==> config.mk <==
export PLATFORM = sky130hd
export DESIGN_NAME = mem_wb_stage_hs
export DESIGN_NICKNAME = d
export VERILOG_FILES = /design/src/rtl/pipe_pkg.sv /design/src/rtl/pipe_skid_reg.sv /design/src/rtl/mem_wb_stage_hs.sv
export SDC_FILE = /design/constraint.sdc
export NUM_CORES = 1
export LEC_CHECK = 0
export ABC_AREA = 1
export ABC_CLOCK_PERIOD_IN_PS = 8530
export CAP_MARGIN = 0
export CORE_MARGIN = 3
export CORE_UTILIZATION = 31
export CTS_CLUSTER_SIZE = 30
export DETAILED_ROUTE_END_ITERATION = 7
export PLACE_DENSITY = 0.61
export SLEW_MARGIN = 30
export SYNTH_ARGS = -nofsm -noshare
export SYNTH_HDL_FRONTEND = slang
export SYNTH_SLANG_ARGS = --single-unit
==> constraint.sdc <==
create_clock -name clk -period 8.53 [get_ports clk]
set_input_delay 1.2795 -clock clk [delete_from_list [all_inputs] [get_ports clk]]
set_output_delay 1.2795 -clock clk [all_outputs]
set_load 0.01 [all_outputs]
==> src/rtl/pipe_pkg.sv <==
// ---------------------------------------------------------------------------
// pipe_pkg
// Shared definitions for the pipeline stage buffers.
//   MEMWB_DATA_W / REG_ADDR_W : default datapath and register-index widths
//   memwb_payload_t           : packed MEM/WB beat, reused by the other
//                               stage buffers that move the same fields
//   memwb_payload_w()         : flat width of a MEM/WB beat for arbitrary
//                               data/address widths (parametrised stages
//                               cannot use the fixed-width struct directly)
// ---------------------------------------------------------------------------
package pipe_pkg;

    localparam int MEMWB_DATA_W = 32;
    localparam int REG_ADDR_W   = 5;

    typedef struct packed {
        logic [MEMWB_DATA_W-1:0] mem_data;
        logic [MEMWB_DATA_W-1:0] alu_result;
        logic [REG_ADDR_W-1:0]   rd;
        logic                    reg_write;
        logic                    mem_to_reg;
    } memwb_payload_t;

    localparam int MEMWB_PAYLOAD_W = $bits(memwb_payload_t);

    // Field order of the flat vector matches memwb_payload_t:
    // {mem_data, alu_result, rd, reg_write, mem_to_reg}
    function automatic int memwb_payload_w(input int data_w, input int addr_w);
        return 2 * data_w + addr_w + 2;
    endfunction

endpackage

==> src/rtl/pipe_skid_reg.sv <==
// ---------------------------------------------------------------------------
// pipe_skid_reg
// Generic two-entry valid/ready pipeline register on a flat payload vector.
// Entry M drives the outputs; entry S catches the beat that arrives while M
// is stalled, so in_ready is a pure register output (no out_ready path).
// Ports:
//   clk, rst            clock, asynchronous active-high reset
//   flush               synchronous flush, empties both entries and drops
//                       any beat accepted in the same cycle
//   in_valid/in_ready   upstream handshake, in_data payload
//   out_valid/out_ready downstream handshake, out_data payload (entry M)
// ---------------------------------------------------------------------------
module pipe_skid_reg
    import pipe_pkg::*;
#(
    parameter int PAYLOAD_W = MEMWB_PAYLOAD_W
) (
    input  logic                 clk,
    input  logic                 rst,
    input  logic                 flush,
    input  logic                 in_valid,
    output logic                 in_ready,
    input  logic [PAYLOAD_W-1:0] in_data,
    output logic                 out_valid,
    input  logic                 out_ready,
    output logic [PAYLOAD_W-1:0] out_data
);

    logic                 m_valid_q, m_valid_d;
    logic                 s_valid_q, s_valid_d;
    logic [PAYLOAD_W-1:0] m_data_q,  m_data_d;
    logic [PAYLOAD_W-1:0] s_data_q,  s_data_d;

    logic accept;
    logic consume;

    // Ready only depends on the registered skid flag; rst forces it low so
    // nothing is accepted while the stage is held in reset.
    assign in_ready  = ~s_valid_q & ~rst;
    assign out_valid = m_valid_q;
    assign out_data  = m_data_q;

    assign accept  = in_valid & in_ready;
    assign consume = m_valid_q & out_ready;

    always_comb begin
        m_valid_d = m_valid_q;
        s_valid_d = s_valid_q;
        m_data_d  = m_data_q;
        s_data_d  = s_data_q;

        if (flush) begin
            // Payloads are left alone; only the valid flags matter.
            m_valid_d = 1'b0;
            s_valid_d = 1'b0;
        end else if (consume && s_valid_q) begin
            // in_ready is low whenever S is full, so no accept can coincide.
            m_valid_d = 1'b1;
            m_data_d  = s_data_q;
            s_valid_d = 1'b0;
        end else if (consume) begin
            m_valid_d = accept;
            if (accept) begin
                m_data_d = in_data;
            end
        end else if (!m_valid_q && accept) begin
            m_valid_d = 1'b1;
            m_data_d  = in_data;
        end else if (m_valid_q && accept) begin
            // M stalled: park the new beat in S; in_ready drops next cycle.
            s_valid_d = 1'b1;
            s_data_d  = in_data;
        end
    end

    always_ff @(posedge clk or posedge rst) begin
        if (rst) begin
            m_valid_q <= 1'b0;
            s_valid_q <= 1'b0;
            m_data_q  <= '0;
            s_data_q  <= '0;
        end else begin
            m_valid_q <= m_valid_d;
            s_valid_q <= s_valid_d;
            m_data_q  <= m_data_d;
            s_data_q  <= s_data_d;
        end
    end

endmodule

==> src/rtl/mem_wb_stage_hs.sv <==
// ---------------------------------------------------------------------------
// mem_wb_stage_hs
// MEM/WB pipeline register with valid/ready handshake, two-entry skid
// buffer and flush, between the data-memory stage and the register-file
// write port.
// Ports:
//   clk, rst, flush                 clock, async active-high reset, flush
//   in_valid / in_ready             upstream handshake
//   in_mem_data, in_alu_result      memory read data, ALU result
//   in_rd, in_reg_write,
//   in_mem_to_reg                   destination and write-back controls
//   out_valid / out_ready           downstream handshake
//   out_mem_data, out_alu_result,
//   out_rd, out_mem_to_reg          held beat fields
//   out_reg_write                   write enable, gated by out_valid and
//                                   (optionally) by out_rd != 0
//   out_wb_data                     write-back data selected by mem_to_reg
// ---------------------------------------------------------------------------
module mem_wb_stage_hs
    import pipe_pkg::*;
#(
    parameter int DATA_W         = MEMWB_DATA_W,
    parameter int REG_ADDR_W     = pipe_pkg::REG_ADDR_W,
    parameter int ZERO_REG_GUARD = 1
) (
    input  logic                  clk,
    input  logic                  rst,
    input  logic                  flush,
    input  logic                  in_valid,
    output logic                  in_ready,
    input  logic [DATA_W-1:0]     in_mem_data,
    input  logic [DATA_W-1:0]     in_alu_result,
    input  logic [REG_ADDR_W-1:0] in_rd,
    input  logic                  in_reg_write,
    input  logic                  in_mem_to_reg,
    output logic                  out_valid,
    input  logic                  out_ready,
    output logic [DATA_W-1:0]     out_mem_data,
    output logic [DATA_W-1:0]     out_alu_result,
    output logic [REG_ADDR_W-1:0] out_rd,
    output logic                  out_reg_write,
    output logic                  out_mem_to_reg,
    output logic [DATA_W-1:0]     out_wb_data
);

    localparam int PAYLOAD_W = memwb_payload_w(DATA_W, REG_ADDR_W);

    logic [PAYLOAD_W-1:0] in_payload;
    logic [PAYLOAD_W-1:0] held_payload;
    logic                 held_reg_write;
    logic                 rd_ok;

    assign in_payload = {in_mem_data, in_alu_result, in_rd, in_reg_write, in_mem_to_reg};

    pipe_skid_reg #(
        .PAYLOAD_W (PAYLOAD_W)
    ) u_skid (
        .clk       (clk),
        .rst       (rst),
        .flush     (flush),
        .in_valid  (in_valid),
        .in_ready  (in_ready),
        .in_data   (in_payload),
        .out_valid (out_valid),
        .out_ready (out_ready),
        .out_data  (held_payload)
    );

    assign {out_mem_data, out_alu_result, out_rd, held_reg_write, out_mem_to_reg} = held_payload;

    // Register x0 is hard-wired; optionally stop writes to it at the source.
    generate
        if (ZERO_REG_GUARD != 0) begin : g_zero_guard
            assign rd_ok = |out_rd;
        end else begin : g_no_guard
            assign rd_ok = 1'b1;
        end
    endgenerate

    // Gating by out_valid keeps bubbles and flushed beats off the write port.
    assign out_reg_write = out_valid & held_reg_write & rd_ok;
    assign out_wb_data   = out_mem_to_reg ? out_mem_data : out_alu_result;

endmodule

Yosys cells after proc, flatten, opt, wreduce, memory -nomap -nowiden
Index checks and enable logic that the tools add are counted.
Cells by class
  reductions and logical operators: 11
  bitwise operators: 11
  mux-type cells: 14
  eq/ne operators: 3
Operator list (number)
  71-bit two-way mux: 4
  32-bit two-way mux: 1
  1-bit two-way mux: 9
  3-bit by 2-bit != test with 1-bit output (second input constant): 2
  1-bit inverter: 6
  3-bit AND reduction: 2
  3-bit nonzero test: 2
  1-bit AND: 5
  5-bit AND reduction: 1
  5-bit OR reduction: 1
  4-bit nonzero test: 1
  1-bit logical AND: 3
  3-bit != test (second input constant): 1
  1-bit logical NOT: 1
Storage, ports and cells
  bits of input ports: 76
  word-level logic and storage cells: 43
  register bits: 144
  output and inout bits: 105

Depth between registers and ports, before layout
Gate-level depths: netlist (run 1).
  depth in word-level cells: 9
  mapped depth: 7
  mapped depth without buffers: 6

Cells and area by module
From an unflattened synthesis (run 1), not the netlist that was laid out.
Unflattened totals
  cells, all modules: 984
  area total of the unflattened synthesis: 7462.2 um^2
By module, submodules not included
  pipe_skid_reg: area each 6817.8 um^2, seq. area each 3603.5 um^2, cells an instance 873, times used 1
  mem_wb_stage_hs: area each 644.4 um^2, seq. area each 0.0 um^2, cells an instance 111, times used 1

Least setup slack after synthesis (run 1)
Ideal clock, no wire load.
  path kind: input to output
  start point: input rst
  end point: output in_ready
  stages: 1
  buffers on the path: 0
  arrival time: 1479 ps
  required time: 7250 ps
  path slack: 5772 ps
  cells stage by stage: nor2_1
Between the ends
  word-level cells in the longest chain between the ends: 2
RTL lines
  start: declaration: line mem_wb_stage_hs.sv:27  | input logic rst,
  1-bit inverter: line pipe_skid_reg.sv:39  | assign in_ready = ~s_valid_q & ~rst;
  1-bit AND: line pipe_skid_reg.sv:39
  end: declaration: line mem_wb_stage_hs.sv:30  | output logic in_ready,
Every way passes these cells.

Worst setup path in the final report (run 1)
Same ends and word-level chain as after synthesis.

==> results.rst, run 1 <==
.. list-table::
   :header-rows: 1

   * - Metric
     - Value
   * - Leak pwr
     - roughly 4.8 nW
   * - Worst Slack Setup Final
     - ~4700 ps
   * - Initial core utilization
     - ~32%
   * - Gates resized, CTS repair
     - 0
   * - Hold endpoint
     - u_skid.s_data_q[42]
   * - Cell Area, Synth
     - 0.00768 mm^2
   * - Vias in the first global route
     - between 6,000 and 7,000
   * - Worst skew pair latency
     - 420 ps
   * - Cell chosen for the clock root
     - sky130_fd_sc_hd__clkbuf_16
   * - Worst min-delay path category
     - register to register
   * - Critical path class
     - input pin to output port
   * - Total core area
     - between 0.02 and 0.025 mm^2
   * - Synthesized netlist cell count
     - 982
   * - Maximum capacitance violations
     - 0
   * - Pin count of the biggest net entering global routing
     - 78
   * - Detailed-route via count
     - a little under 7,000
   * - Worst hold margin
     - between 400 and 500 ps
   * - Startpoint type of the worst setup path
     - input pin
   * - Max Root-Sink Buffers
     - 2
   * - Hold Path Depth
     - 2
   * - Synthesized-area fraction occupied by adder cells
     - 0%
   * - Remaining max-slew budget at the tightest pin
     - 32.5%
   * - Post-synth net total
     - 1,058
   * - Row count
     - 56
   * - Most common cell after layout, fill and taps aside
     - sky130_fd_sc_hd__nand2_1
   * - Height of the die
     - between 150 and 200 um
   * - Global route overflow
     - 0
   * - Required time of the worst setup path
     - roughly 7300 ps
   * - Placer Congestion
     - ~0.74
   * - Synthesized area per cell
     - between 7 and 8 um^2
   * - Leading post-synthesis cells by cell area
     - sky130_fd_sc_hd__dfrtp_1, sky130_fd_sc_hd__nand2_1, sky130_fd_sc_hd__nand3_1
   * - Synthesis-to-layout area growth
     - 26.6%
   * - Place WS
     - around 4500 ps
   * - Vias per cell
     - 4.97
   * - Count of filler cells inserted in the layout
     - 2,416
   * - HPWL after detailed placement
     - approximately 13,000 um
   * - Final critical path time including I/O delays and setup
     - between 3000 and 4000 ps
   * - Dominant cell type by area after synthesis
     - sky130_fd_sc_hd__dfrtp_1
   * - H-tree level count
     - 4
   * - Actual slew at the worst max-slew pin
     - 1010 ps
   * - R2r setup slk
     - approximately 5400 ps
   * - Final number of max-transition violations
     - 0
   * - Count of final setup violators
     - 0
   * - Worst-path clk slew
     - around 60 ps
   * - CTS tree
     - yes
   * - Drt pass-1 iters
     - 5
   * - Max frequency
     - approximately 0.26 GHz
   * - Final period util
     - between 40% and 50%
   * - Origin of the critical flop-to-flop path
     - u_skid.s_valid_q
   * - Horizontal die dimension
     - ~160 um
   * - Number of diodes
     - 0
   * - Nets
     - between 1,000 and 1,500
   * - Crit path capture type
     - output port
   * - Count of input and output buffers
     - between 150 and 200
   * - Critical path peak fanout
     - 2
   * - Number of flip-flops and latches in the synthesized netlist
     - between 100 and 150
   * - First-pass GRT wire length
     - between 30,000 and 40,000 um
   * - Data arrival time at the worst-slack endpoint
     - approximately 2500 ps
   * - Clock tree skew after final layout
     - around 10 ps
   * - # clock sinks
     - between 100 and 150
   * - Number of nets still failing antenna checks after routing
     - 0
   * - Fraction of synthesized cell area taken by the top area cell type
     - 46.9%
   * - Avg WL per Cell
     - between 15 and 20 um
   * - Total detailed-routing wirelength
     - around 23,000 um
   * - Cts bufs inserted
     - 17
   * - Proportion of layout cells with a drive suffix above 1
     - under 10%
   * - Number of antenna violations at the first check in global routing
     - 0
   * - Area fraction in and, or, nand and nor cells after synthesis
     - approximately 37%
   * - Share of synthesized area occupied by flip-flops and latches
     - between 40 and 50%
   * - YS warnings
     - 0
   * - Post-CTS Setup Bufs
     - 0
   * - Post-synthesis cell type count
     - 19
   * - Worst reg2reg endpoint
     - u_skid.out_valid
   * - RSZ-0062 raised after global routing
     - no
   * - Dominant combinational cell family by area after synthesis
     - simple AND/OR/NAND/NOR gates
   * - Share of cell area taken by muxes after synthesis
     - 4.69%
   * - Setup TNS
     - 0 ps
   * - Fin. Hold Viols
     - 0
   * - Detailed Route Iter0 Violations
     - approximately 550
   * - Hold buffer count at CTS
     - 0
   * - Worst Reg-to-Reg Cells
     - 8
   * - Drc violations
     - 0
   * - Xor/xnor share of the synthesized area
     - 0%
   * - Worst IR drop on VDD
     - 0.0995 mV
   * - Number of top-level pins
     - roughly 180
   * - Complex-gate fraction of the synthesized area
     - less than 1%
   * - Power Dens Cells
     - about 240 mW/mm^2
   * - Global Route Usage Sum
     - between 10% and 20%
   * - Outcome
     - finished, final reports clean
   * - Startpoint of the worst hold path
     - u_skid.s_data_q[42]
   * - Commonest cells after routing, fill and taps aside
     - sky130_fd_sc_hd__nand2_1, sky130_fd_sc_hd__clkdlybuf4s50_1, sky130_fd_sc_hd__nand3_1, sky130_fd_sc_hd__dfrtp_1, sky130_fd_sc_hd__nand4_1
   * - Die outline area
     - ~0.027 mm^2
[where the power goes]
| group | switching, mW | internal [mW] |
|---|---|---|
| clock network | 0.309 | 0.438 |
| registers | 0.126 | 0.826 |
| logic | 0.257 | 0.331 |
[cells in the mapped netlist (all sizes together)]
master / n
a21oi: 1
buf: 109
clkbuf: 37
dfrtp: 144
inv: 6
mux2: 32
nand2: 431
nand3: 144
nand4: 71
nor2: 2
nor3: 2
o21ai: 2
o21bai: 1
[registers in the layout, summed over array words and instances, names as in the netlist]
register	flops
u_skid.s_valid_q	1
u_skid.out_data	71
u_skid.s_data_q	71
u_skid.out_valid	1
[critical path, cell delays in order]
cell                              delay, ps
sky130_fd_sc_hd__clkdlybuf4s50_1        490
sky130_fd_sc_hd__nor2_1                 170
sky130_fd_sc_hd__clkdlybuf4s50_1        570
[per-stage QoR]
stage,cells,instance area (um^2),utilization [%],power [mW]
5_1_grt,1376,9730,40.7,2.42
2_1_floorplan,982,7680,-,1.31
3_3_place_gp,1345,9150,38.3,1.55
3_5_place_dp,1345,9150,38.3,1.55
4_1_cts,1376,9730,40.7,2.31
6_report,1376,9730,40.7,2.29
[area by class of cell]
class                      instances  area, um^2  area share [%]
sequential                       144        3610            37.1
inverter                           6        27.5           0.283
tap                              319         399            4.10
multi-input combinational        686        3240            33.3
clock inverter                    13         139            1.43
clock buffer                      18         439            4.51
timing repair buffer             190        1880            19.3
[how the worst max path moves through the flow]
stage / endpoint / start / cells after the start
after detailed placement: u_skid.out_valid / rst / 8
after floorplan: u_skid.out_data[0] / rst / 1
after global routing: in_ready / rst / 3
final: in_ready / rst / 3
after CTS: in_ready / rst / 3
after global placement: u_skid.out_valid / rst / 8
[metal layers]
layer  up-vias  GRT usage (%)  part of all wire [%]
met5         -              0                     0
met4         0           4.50                   1.2
met3        20           4.16                   6.2
met2       241           28.2                    47
met1      3299           23.7                    46
li1       3277              -                     -
[kinds of logic after synthesis]
group	after synthesis
and+or+nand+nor	650
buffers and inverters	152
DFF	144
muxes	32
AOI/OAI and AO/OA	4
No activity file was read; power rests on OpenSTA's default activity.
==> run 2: changes to the inputs <==
ABC_CLOCK_PERIOD_IN_PS = 3400   (was 8530)
PLACE_DENSITY = 0.63   (was 0.61)
clock period = 3.4 ns   (was 8.53 ns; I/O delays follow)
==> run 2 against run 1 <==
Effect of this change:
- clock skew about the same
- utilization up 0.46 points
- worst setup slack worse by 4100 ps
- flip-flop and latch count unchanged
- largest cell class unchanged
- largest power group unchanged
- highest routed layer unchanged
==> results.rst, run 2 (same netlist as run 1, synthesis figures left out) <==
.. list-table::
   :header-rows: 1

   * - Metric
     - Value
   * - Outcome
     - finished, final reports clean
   * - Met1 track utilization from global routing
     - 23.1%
   * - H-tree level count
     - 4
   * - Fin. Hold Viols
     - 0
   * - Post-CTS Setup Bufs
     - 0
   * - Detailed Route Iter0 Violations
     - a little under 500
   * - HPWL after detailed placement
     - between 10,000 and 15,000 um
   * - Max Root-Sink Buffers
     - 2
   * - Worst IR drop on VDD
     - roughly 0.23 mV
   * - Count of final setup violators
     - 0
   * - Switching power summed over all nets
     - about 1.7 mW
   * - Placer Congestion
     - roughly 0.73
   * - Nets
     - between 1,000 and 1,500
   * - Vias per cell
     - a little under 5
   * - Total core area
     - 0.0239 mm^2
   * - Delay of the slowest cell on the worst path
     - approximately 670 ps
   * - Final number of max-transition violations
     - 0
   * - Actual slew at the worst max-slew pin
     - roughly 900 ps
   * - Gates resized, CTS repair
     - 0
   * - Pwr Total
     - between 5 and 6 mW
   * - Remaining max-slew budget at the tightest pin
     - a little over 40%
   * - CTS tree
     - yes
   * - Avg WL per Cell
     - approximately 16 um
   * - Maximum capacitance violations
     - 0
   * - Data arrival time at the worst-slack endpoint
     - roughly 2200 ps
   * - Worst min-delay path category
     - input pin to asynchronous set/reset pin
   * - Worst skew pair latency
     - roughly 420 ps
   * - Horizontal die dimension
     - around 160 um
   * - Die outline area
     - about 0.027 mm^2
   * - Number of nets still failing antenna checks after routing
     - 0
   * - Initial core utilization
     - 32.1%
   * - Worst-path clk slew
     - 60 ps
   * - Crit path capture type
     - output port
   * - Vias in the first global route
     - 7,007
   * - Number of diodes
     - 0
   * - CP cell instances
     - buf_12, mux2_2, clkdlybuf4s50_1
   * - Final period util
     - between 70% and 80%
   * - Power Dens Cells
     - between 500 and 600 mW/mm^2
   * - Cell with the largest stage delay on the worst path
     - sky130_fd_sc_hd__dfrtp_2
   * - Required time of the worst setup path
     - 2890 ps
   * - Synthesis-to-layout area growth
     - 28.1%
   * - Hold buffer count at CTS
     - 0
   * - Cts bufs inserted
     - 17
   * - Part of the power in registers
     - between 40% and 50%
   * - Max frequency
     - ~0.37 GHz
   * - Critical path peak fanout
     - 20
   * - GR Layer Usage met2
     - roughly 30%
   * - Commonest cells after routing, fill and taps aside
     - sky130_fd_sc_hd__nand2_1, sky130_fd_sc_hd__clkdlybuf4s50_1, sky130_fd_sc_hd__nand3_1, sky130_fd_sc_hd__dfrtp_1, sky130_fd_sc_hd__nand4_1
   * - Leak pwr
     - around 4.9 nW
   * - Total detailed-routing wirelength
     - ~23,000 um
   * - R2r setup slk
     - ~1300 ps
   * - # clock sinks
     - around 140
   * - Global Route Usage Sum
     - about 18%
   * - Met3 global-route usage
     - under 10%
   * - Drc violations
     - 0
   * - Drt pass-1 iters
     - 5
   * - Pin count of the biggest net entering global routing
     - around 70
   * - Count of input and output buffers
     - 180
   * - Startpoint type of the worst setup path
     - register
   * - Global route overflow
     - 0
   * - Cell chosen for the clock root
     - sky130_fd_sc_hd__clkbuf_16
   * - Final critical path time including I/O delays and setup
     - ~2700 ps
   * - Net switching fraction of the power
     - between 30% and 40%
   * - RSZ-0062 raised after global routing
     - no
   * - Busiest grt layer
     - met2
   * - Setup TNS
     - 0 ps
   * - Detailed-route via count
     - approximately 6,800
   * - Number of top-level pins
     - 181
   * - Row count
     - 56
   * - Power Internal
     - approximately 4.0 mW
   * - Clock tree skew after final layout
     - ~10 ps
   * - Part of the total power dissipated in the clock network
     - about 32%
   * - Proportion of layout cells with a drive suffix above 1
     - ~8.6%
   * - Height of the die
     - between 150 and 200 um
   * - Most common cell after layout, fill and taps aside
     - sky130_fd_sc_hd__nand2_1
   * - First-pass GRT wire length
     - between 30,000 and 40,000 um
   * - Critical path class
     - register to output port
   * - Number of antenna violations at the first check in global routing
     - 0
   * - Combinational power share
     - between 20% and 30%
run 2: changes by cell type in the layout (fill, tap and decap cells not counted), moves of 2 or more:
| cell | previous run | this run |
|---|---|---|
| sky130_fd_sc_hd__buf_12 | 0 | 5 |
| sky130_fd_sc_hd__buf_4 | 10 | 14 |
| sky130_fd_sc_hd__clkbuf_1 | 0 | 3 |
| sky130_fd_sc_hd__clkinv_2 | 4 | 2 |
| sky130_fd_sc_hd__clkinvlp_4 | 2 | 4 |
| sky130_fd_sc_hd__inv_6 | 3 | 1 |
run 2: metrics by stage:
stage / hold WS (ps) / util [%] / worst slack (ps) / cell area, um^2 / cells
after floorplan: 442 / - / 1080 / 7680 / 982
after global placement: 453 / 38.7 / 1010 / 9250 / 1352
after detailed placement: 458 / 38.7 / 937 / 9250 / 1352
after CTS: 472 / 41.1 / 656 / 9820 / 1384
after global routing: 482 / 41.2 / 621 / 9840 / 1385
final: 454 / 41.2 / 693 / 9840 / 1385
run 2: worst paths after layout:
path,start,to,cells after the start
worst max-delay path,u_skid.out_data[0],out_wb_data[14],3
worst min-delay path,rst,u_skid.s_data_q[2],2
worst max register to register,u_skid.s_valid_q,u_skid.out_data[55],6
worst min register to register,u_skid.s_data_q[0],u_skid.s_data_q[0],2
max in group asynchronous,rst,u_skid.s_data_q[53],4
min in group clk,u_skid.s_data_q[0],u_skid.s_data_q[0],2
run 2: routing by layer:
layer	vias up	share of wire (%)
li1	3292	-
met4	0	1.1
met5	-	0
met3	21	6.6
met1	3262	44
met2	226	48
run 2: worst max-delay path: cells and delay by family (launching register included):
family   cells  cell delay, ps
buf+inv      2             750
flops        1             670
mux          1             350
run 2: final cells by class:
type                            instances  area (um^2)
Inverter                                6         26.3
Clock inverter                         12          136
Timing Repair Buffer                  198         2000
Tap cell                              319          399
Multi-Input combinational cell        686         3230
Sequential cell                       144         3610
Clock buffer                           20          437
Fill cell                            2388        14100
run 2: power groups by stage:
stage / combinational (mW) / sequential [mW] / clock [mW]
global route: 1.69 / 2.40 / 1.95
finish: 1.54 / 2.35 / 1.84
global placement: 1.53 / 2.37 / 0
CTS: 1.56 / 2.35 / 1.88
floorplan: 1.01 / 2.27 / 0
detailed placement: 1.56 / 2.37 / 0
